$ cat config.mk
export PLATFORM = sky130hd
export DESIGN_NAME = draw_rect_ctl
export DESIGN_NICKNAME = d
export VERILOG_FILES = /design/src/rtl/draw_rect_ctl.sv
export SDC_FILE = /design/constraint.sdc
export NUM_CORES = 1
export LEC_CHECK = 0
export ABC_AREA = 1
export BUFFER_PORTS_ARGS = -buffer_cell sky130_fd_sc_hd__buf_4
export CORE_MARGIN = 2
export CORE_UTILIZATION = 63
export DETAILED_ROUTE_END_ITERATION = 8
export MAX_ROUTING_LAYER = met4
export PLACE_DENSITY = 0.95
export RECOVER_POWER = 25
export SYNTH_ARGS = -nofsm -noshare
export SYNTH_HDL_FRONTEND = slang
export SYNTH_SLANG_ARGS = --single-unit
export TNS_END_PERCENT = 100
$ cat constraint.sdc
create_clock -name clk -period 6.3 [get_ports clk]
set_clock_uncertainty 0.1 [all_clocks]
set_input_delay 0 -clock clk [delete_from_list [all_inputs] [get_ports clk]]
set_output_delay 0 -clock clk [all_outputs]
set_load 0.01 [all_outputs]
$ cat src/rtl/draw_rect_ctl.sv
// Motion controller for the draggable rectangle: tracks the mouse while idle, then
// falls under per-frame gravity, bounces off the floor with damping, and rests.
module draw_rect_ctl #(
    parameter int RECT_H   = 64,
    parameter int SCREEN_H = 768,
    parameter int GRAVITY  = 1,
    parameter int V_MIN    = 2
) (
    input  logic        clk,
    input  logic        rst,
    input  logic [11:0] mouse_xpos,
    input  logic [11:0] mouse_ypos,
    input  logic        mouse_left,
    input  logic        vblnk,
    output logic [11:0] xpos,
    output logic [11:0] ypos,
    output logic        busy
);

    localparam int                 FLOOR     = SCREEN_H - RECT_H;
    localparam logic        [11:0] FLOOR_U   = 12'(FLOOR);
    localparam logic signed [12:0] FLOOR_S   = 13'(FLOOR);
    localparam logic signed [12:0] GRAVITY_S = 13'(GRAVITY);
    localparam logic signed [12:0] V_MIN_S   = 13'(V_MIN);

    typedef enum logic [1:0] {
        ST_IDLE,
        ST_FALL,
        ST_LANDED
    } state_t;

    state_t             state_q;
    logic        [11:0] xpos_q;
    logic        [11:0] ypos_q;
    logic signed [11:0] v_q;
    logic               busy_q;
    logic               vblnk_dly_q;
    logic               left_dly_q;

    logic               tick;
    logic               click;
    logic        [11:0] track_y;
    logic signed [12:0] vn;
    logic signed [12:0] yn;
    logic signed [12:0] r;
    logic               floor_hit;
    logic               ceil_hit;
    logic               settle;

    // Both edge detectors compare against last cycle's level, so a held input never re-fires.
    assign tick    = vblnk & ~vblnk_dly_q;
    assign click   = mouse_left & ~left_dly_q;
    assign track_y = (mouse_ypos > FLOOR_U) ? FLOOR_U : mouse_ypos;

    // NOTE: every signal here is assigned on every pass, so no latch can be inferred.
    always_comb begin
        vn        = {v_q[11], v_q} + GRAVITY_S;
        yn        = {1'b0, ypos_q} + vn;
        r         = vn - (vn >>> 2);
        floor_hit = (yn >= FLOOR_S);
        ceil_hit  = (yn < 13'sd0);
        settle    = (r < V_MIN_S);
    end

    // NOTE: sequential state uses non-blocking assignments so all registers update together.
    always_ff @(posedge clk) begin
        if (rst) begin
            state_q     <= ST_IDLE;
            xpos_q      <= '0;
            ypos_q      <= '0;
            v_q         <= '0;
            busy_q      <= 1'b0;
            vblnk_dly_q <= 1'b0;
            left_dly_q  <= 1'b0;
        end else begin
            vblnk_dly_q <= vblnk;
            left_dly_q  <= mouse_left;
            case (state_q)
                ST_IDLE: begin
                    xpos_q <= mouse_xpos;
                    ypos_q <= track_y;
                    if (click) begin
                        v_q     <= '0;
                        busy_q  <= 1'b1;
                        state_q <= ST_FALL;
                    end
                end
                ST_FALL: begin
                    if (tick) begin
                        if (floor_hit) begin
                            ypos_q <= FLOOR_U;
                            if (settle) begin
                                v_q     <= '0;
                                busy_q  <= 1'b0;
                                state_q <= ST_LANDED;
                            end else begin
                                v_q <= -r[11:0];
                            end
                        end else if (ceil_hit) begin
                            ypos_q <= '0;
                            v_q    <= '0;
                        end else begin
                            ypos_q <= yn[11:0];
                            v_q    <= vn[11:0];
                        end
                    end
                end
                ST_LANDED: begin
                    if (click) begin
                        state_q <= ST_IDLE;
                    end
                end
                default: begin
                    busy_q  <= 1'b0;
                    state_q <= ST_IDLE;
                end
            endcase
        end
    end

    assign xpos = xpos_q;
    assign ypos = ypos_q;
    assign busy = busy_q;

endmodule

; Word level (Yosys, flattened, before mapping)
; Index checks and enable logic that the tools add are counted.
; W data, S select, Z words.
[word_totals]
reg_bits = 41
in_bits = 28
output_inout_bits = 25
elab_cells = 55
[classes]
n_addsub = 4
order_cmp = 4
n_eq_ne = 7
mux = 22
n_bitwise = 5
reduce_logical = 6
[ops]
columns = op, count
row1 = $mux W12, 9
row2 = $pmux W12 S2, 2
row3 = $add A12 B13 Y13, 1
row4 = $add A12 B2 Y13 const B, 1
row5 = $ge A13 B11 Y1 const B, 1
row6 = $lt A13 B1 Y1 const B, 1
row7 = $lt A13 B3 Y1 const B, 1
row8 = $sub A13 B11 Y13, 1
row9 = $gt A12 B10 Y1 const B, 1
row10 = $neg A12 Y12, 1
row11 = $mux W2, 5
row12 = $ne A2 B2 Y1 const B, 5
row13 = $reduce_and A5 Y1, 2
row14 = $pmux W2 S3, 1
row15 = $mux W1, 4
row16 = $not A1 Y1, 3
row17 = $pmux W1 S3, 1
row18 = $reduce_and A3 Y1, 1
row19 = $and A1 B1 Y1, 2
row20 = $eq A2 B1 Y1 const B, 1
row21 = $eq A2 B2 Y1 const B, 1
row22 = $logic_not A2 Y1, 1
row23 = $reduce_and A2 Y1, 1
row24 = $reduce_bool A2 Y1, 1

; Depth between registers and ports, before layout
[logic_depth]
word_depth = 7
ltp_mapped = 25
mapped_depth_nobuf = 25

; Least setup slack after synthesis
; Ideal clock, no wire load.
[synth_path]
path_type = reg-to-reg
from = register v_q[0]
to = register v_q[4]
setup_ns = 0.132
arrival_ns = 3.056
t_required_ns = 6.068
path_slack_ns = 3.012
path_stages_with_launch = 22
n_path_buf = 1
period_less_slack_ns = 3.288
path_cell_list = dfxtp_1 ha_1 nand2_2 nor2_4 xnor2_1 inv_1 ha_1 inv_1 nor3_1 nand2_1 o211ai_1 nand2_1 nand2_1 xor2_1 nand2_1 nand3_1 nand2_1 inv_1 clkbuf_1 o21ai_0 nand3b_1 a21oi_1
[synth_via]
elab_chain_cells = 7
word_cells_on_any_way = 12
classes_between = 4 x add/sub / 3 x order compare / 5 x mux
[synth_rtl]
columns = element, line_no
row1 = start: declaration, 35  ; logic signed [11:0] v_q;
row2 = start signal: assignment, 97  ; v_q <= -r[11:0];
row3 = start signal: assignment, 104  ; v_q <= vn[11:0];
row4 = $add A12 B2 Y13 *, 57  ; vn = {v_q[11], v_q} + GRAVITY_S;
row5 = $sub A13 B11 Y13 or $add A12 B13 Y13 (tied branches), "59, 58"
row6 = $neg A12 Y12 (tied with other cells), 97
row7 = "$mux W12, on equally long branches", "92, 99"
row8 = $mux W12 *, 90  ; if (floor_hit) begin
row9 = $mux W12 *, 89  ; if (tick) begin
row10 = $pmux W12 S2 *, 78  ; case (state_q)
; Every way passes the cells marked *; elsewhere a longest branch is shown, timed or not. The select of a mux whose other input is x is not followed.
; A chain may end at the register's enable or synchronous reset.

; Worst setup path after layout
[layout_path]
from = register v_q[0]
to = register state_q[1]
[layout_via]
elab_chain_cells = 5
word_cells_on_any_way = 8
classes_between = 3 x add/sub / 2 x order compare / 2 x eq/ne / 1 x reduce/logical
[layout_rtl]
columns = element, line_no
row1 = $add A12 B2 Y13 *, 57
row2 = $sub A13 B11 Y13 or $add A12 B13 Y13 (tied branches), "59, 58"
row3 = $lt A13 B3 Y1 or $ge A13 B11 Y1 (tied branches), "62, 60"
row4 = $ne A2 B2 Y1 (no source line), n/a
row5 = $reduce_and A5 Y1 (no source line) *, n/a
row6 = end signal: assignment, 68  ; state_q <= ST_IDLE;
row7 = end signal: assignment, 85  ; state_q <= ST_FALL;
row8 = end signal: assignment, 95  ; state_q <= ST_LANDED;
row9 = end: declaration, 32  ; state_t state_q;
; Every way passes the cells marked *; elsewhere a longest branch is shown, timed or not.

==> results.yml <==
yosys:
  yosysMostFrequentCell: "nand2_1"
  synth-edff-count: 0
  synth.area.mux_share_pct: 0
  synthAdderAreaFrac_pct: 9.57
  seq_area_frac_synth_pct: 23.1
  synth_area_leader_cell: "dfxtp_1"
  synth_compound_area_share_pct: 15.6
  yosys_register_bits: 41
  synth_area_leaders: "dfxtp_1 (23%), nand2_1 (14%), ha_1 (8.4%), nor2_1 (7.1%), a21oi_1 (6.6%)"
  synth_top_family_by_area: "simple AND/OR/NAND/NOR gates"
  ys_top_cells_by_count: "nand2_1 (137), nor2_1 (67), inv_1 (61), a21oi_1 (47)"
  synth_top_area_share_pct: 23.1
  synthXorXnorAreaFrac_pct: 5.21
  syn_inst: 563
  async_reset_ff_share_pct: 0
  synth_cell_types: 40
  yosys.area_share.simple_pct: 38.3
  syn-cell-area_um2: 3560
  ys_warn_count: 0
  synth_fp_nets: 617
  avgSynthCellArea_um2: 6.32
  ys.flop_type: "dfxtp_1"
timing:
  hold_viol_final: 0
  tns_ns: 0
  rsz0062_at_grt: "false"
  fin_crit_sh_pct: 72.9
  worstMarginPinSlew_ns: 1.02
  slew_headroom_pct: 31.3
  final.setup.worst_slack_ns: 1.71
  max_clock_freq_mhz: 218
  min_period_ns: 4.59
  setup_violations: 0
  slew_violations: 0
placed_design:
  numPlacedInstances: 675
  place_congestion: 0.910
  dpl_worst_slack_ns: 2.10
  io_buffers: 52
  detailed_place_hpwl_um: 7520
finish:
  antenna_cells: 0
  fillers: 393
  drive_gt1_share_pct: 11.9
  final_nets: 691
  regArea_um2: 821
  final_cells: 709
  area_growth_pct: 20.8
  multi_input_area_um2: 2440
clock_tree:
  cts_buffers: 5
  htree_levels: 2
  clk_latency_ns: 0.32
  cts_buffer_depth: 2
  holdBufCountCts: 27
  clk_pin_slew_ns: 0.10
  cts_resized: 0
  cts.sinks: 41
  root_buffer: "clkbuf_8"
  cts_setup_buffers: 0
  cts_tree: "yes"
pwr:
  swShare_pct: 39.7
  p_comb_share_pct: 38.3
  clkPwrFrac_pct: 25.7
  p_total_mw: 0.853
  p_per_area_nw_per_um2: 198
  seqPwrFrac_pct: 36.0
  intPower_mw: 0.515
  ir_worst_vdd_v: 0.000190
  p_sw_mw: 0.338
  p_leak_nw: 2.11
setup_path:
  path_buf_inv: 1
  cpMostUsedCell: "nand2_1"
  critical_path_class: "flip-flop to flip-flop"
  critPathMaxFanout: 13
  cp_cell_sequence: "ha_1 -> xor2_1 -> ha_1 -> a21oi_1 -> nand2_1 -> nand2_1 -> o211ai_1 -> nand2_1 -> nand2_1 -> xor2_1 -> nand2_1 -> nand3_1 -> nand2_1 -> inv_1 -> nand2_2 -> nand2_1 -> nand2_1 -> a21oi_1"
  setup.worst_path.start_class: "flip-flop"
  cp.arrival_ns: 4.71
  critPathRequiredTime_ns: 6.42
  slowest_stage: "dfxtp_1"
  crit_family: "simple AND/OR/NAND/NOR gates"
  slowest_delay_ns: 0.50
  end_kind: "flip-flop"
job:
  max_cap_viol_count: 0
floorplan:
  start_util_pct: 65.0
  dieHeight_um: 79.1
  die_w_um: 79.1
  die_area_um2: 6260
  coreArea_um2: 5470
  num_rows: 27
  ios: 53
drt:
  wl_um: 12500
  wire_per_inst_um: 17.6
  drtPass1Iterations: 5
  viasPerCell: 6.26
  first_iter_violations: 447
  drc_errors: 0
  antenna_left: 0
  num_vias: 4435
global_route:
  grt_overflow: 0
  grt_pass1_wl_um: 19900
  antenna_found_initial: 0
  grt.total_usage_pct: 41.4
  grt_max_degree: 25
  grt_pass1_vias: 4231
worst_hold_path:
  hold_path_class: "input port to flip-flop"
status:
  status: "finished, final reports clean"
## layout make-up
cell class / instances / area share (%)
clock buffers: 5 / 1.60
clock inverters: 2 / 0.815
inverters: 64 / 5.59
multi-input cells: 446 / 56.8
flip-flops and latches: 41 / 19.1
well taps: 72 / 2.10
repair buffers: 79 / 14.0
## worst min-delay path: stages
cell	delay, ns
buf_4	0.08
nor3_1	0.05
inv_1	0.10
o32ai_1	0.11
a21oi_1	0.14
## state kept, by name (all words and copies together) (netlist names)
signal	cells
xpos	12
v_q	12
state_q	2
ypos	12
vblnk_dly_q	1
busy	1
left_dly_q	1
## cell families after synthesis
kind of cell,count (synthesis)
DFF,41
and+or+nand+nor,299
AOI/OAI and AO/OA,102
adders and majority gates,26
buffers and inverters,76
xor gates and xnor gates,19
## power groups by stage
stage | combinational, mW | clock (mW) | sequential [mW]
floorplan | 0.198 | 0 | 0.314
global placement | 0.289 | 0 | 0.307
detailed placement | 0.298 | 0 | 0.308
CTS | 0.313 | 0.206 | 0.303
global route | 0.355 | 0.223 | 0.308
finish | 0.327 | 0.219 | 0.307
## path summary, 6_finish.rpt
kind,to,slack (ns),start,cells after the start
worst max-delay path,state_q[1],1.71,v_q[0],18
worst min-delay path,ypos[9],0.10,mouse_ypos[11],5
worst min register to register,ypos[6],0.42,ypos[6],2
worst max register to register,state_q[1],1.71,v_q[0],18
## layer usage
metal,vias up,global-route usage [%],share of wire [%]
met3,102,6.14,9.2
met2,324,70.6,47
li1,1997,-,-
met4,0,23.1,6.8
met5,-,-,0
met1,2012,46.5,37
## stage by stage
step	hold WS (ns)	instance area, µm²	util [%]
CTS	0.0000168	4360	79.6
global route	0.111	4300	78.5
finish	0.101	4300	78.5
detailed placement	0.123	3980	72.8
global placement	0.113	3980	72.8
floorplan	0.0219	3560	-
## cells in the final DEF, fill, tap and decap left out, types with 2 or more instances in the layout
master | Yosys | final
o211ai_1 | 3 | 3
buf_4 | 0 | 36
clkbuf_1 | 10 | 16
a21oi_1 | 47 | 47
nand3b_1 | 11 | 11
xor2_1 | 9 | 9
clkbuf_8 | 0 | 5
dlygate4sd3_1 | 0 | 27
nand3_2 | 4 | 4
a31oi_1 | 2 | 2
inv_1 | 61 | 61
nand2_1 | 137 | 137
nand3_1 | 41 | 41
nor2_1 | 67 | 67
nand2_4 | 3 | 3
nand4_1 | 9 | 9
ha_1 | 24 | 24
nor3_1 | 5 | 5
nor2_2 | 5 | 5
inv_2 | 2 | 2
nor2_4 | 2 | 2
a21o_1 | 2 | 2
nand2_2 | 12 | 12
fa_1 | 2 | 2
o21ai_0 | 39 | 39
xnor2_1 | 9 | 9
dfxtp_1 | 41 | 41
Power figures use the tool's default switching activity.
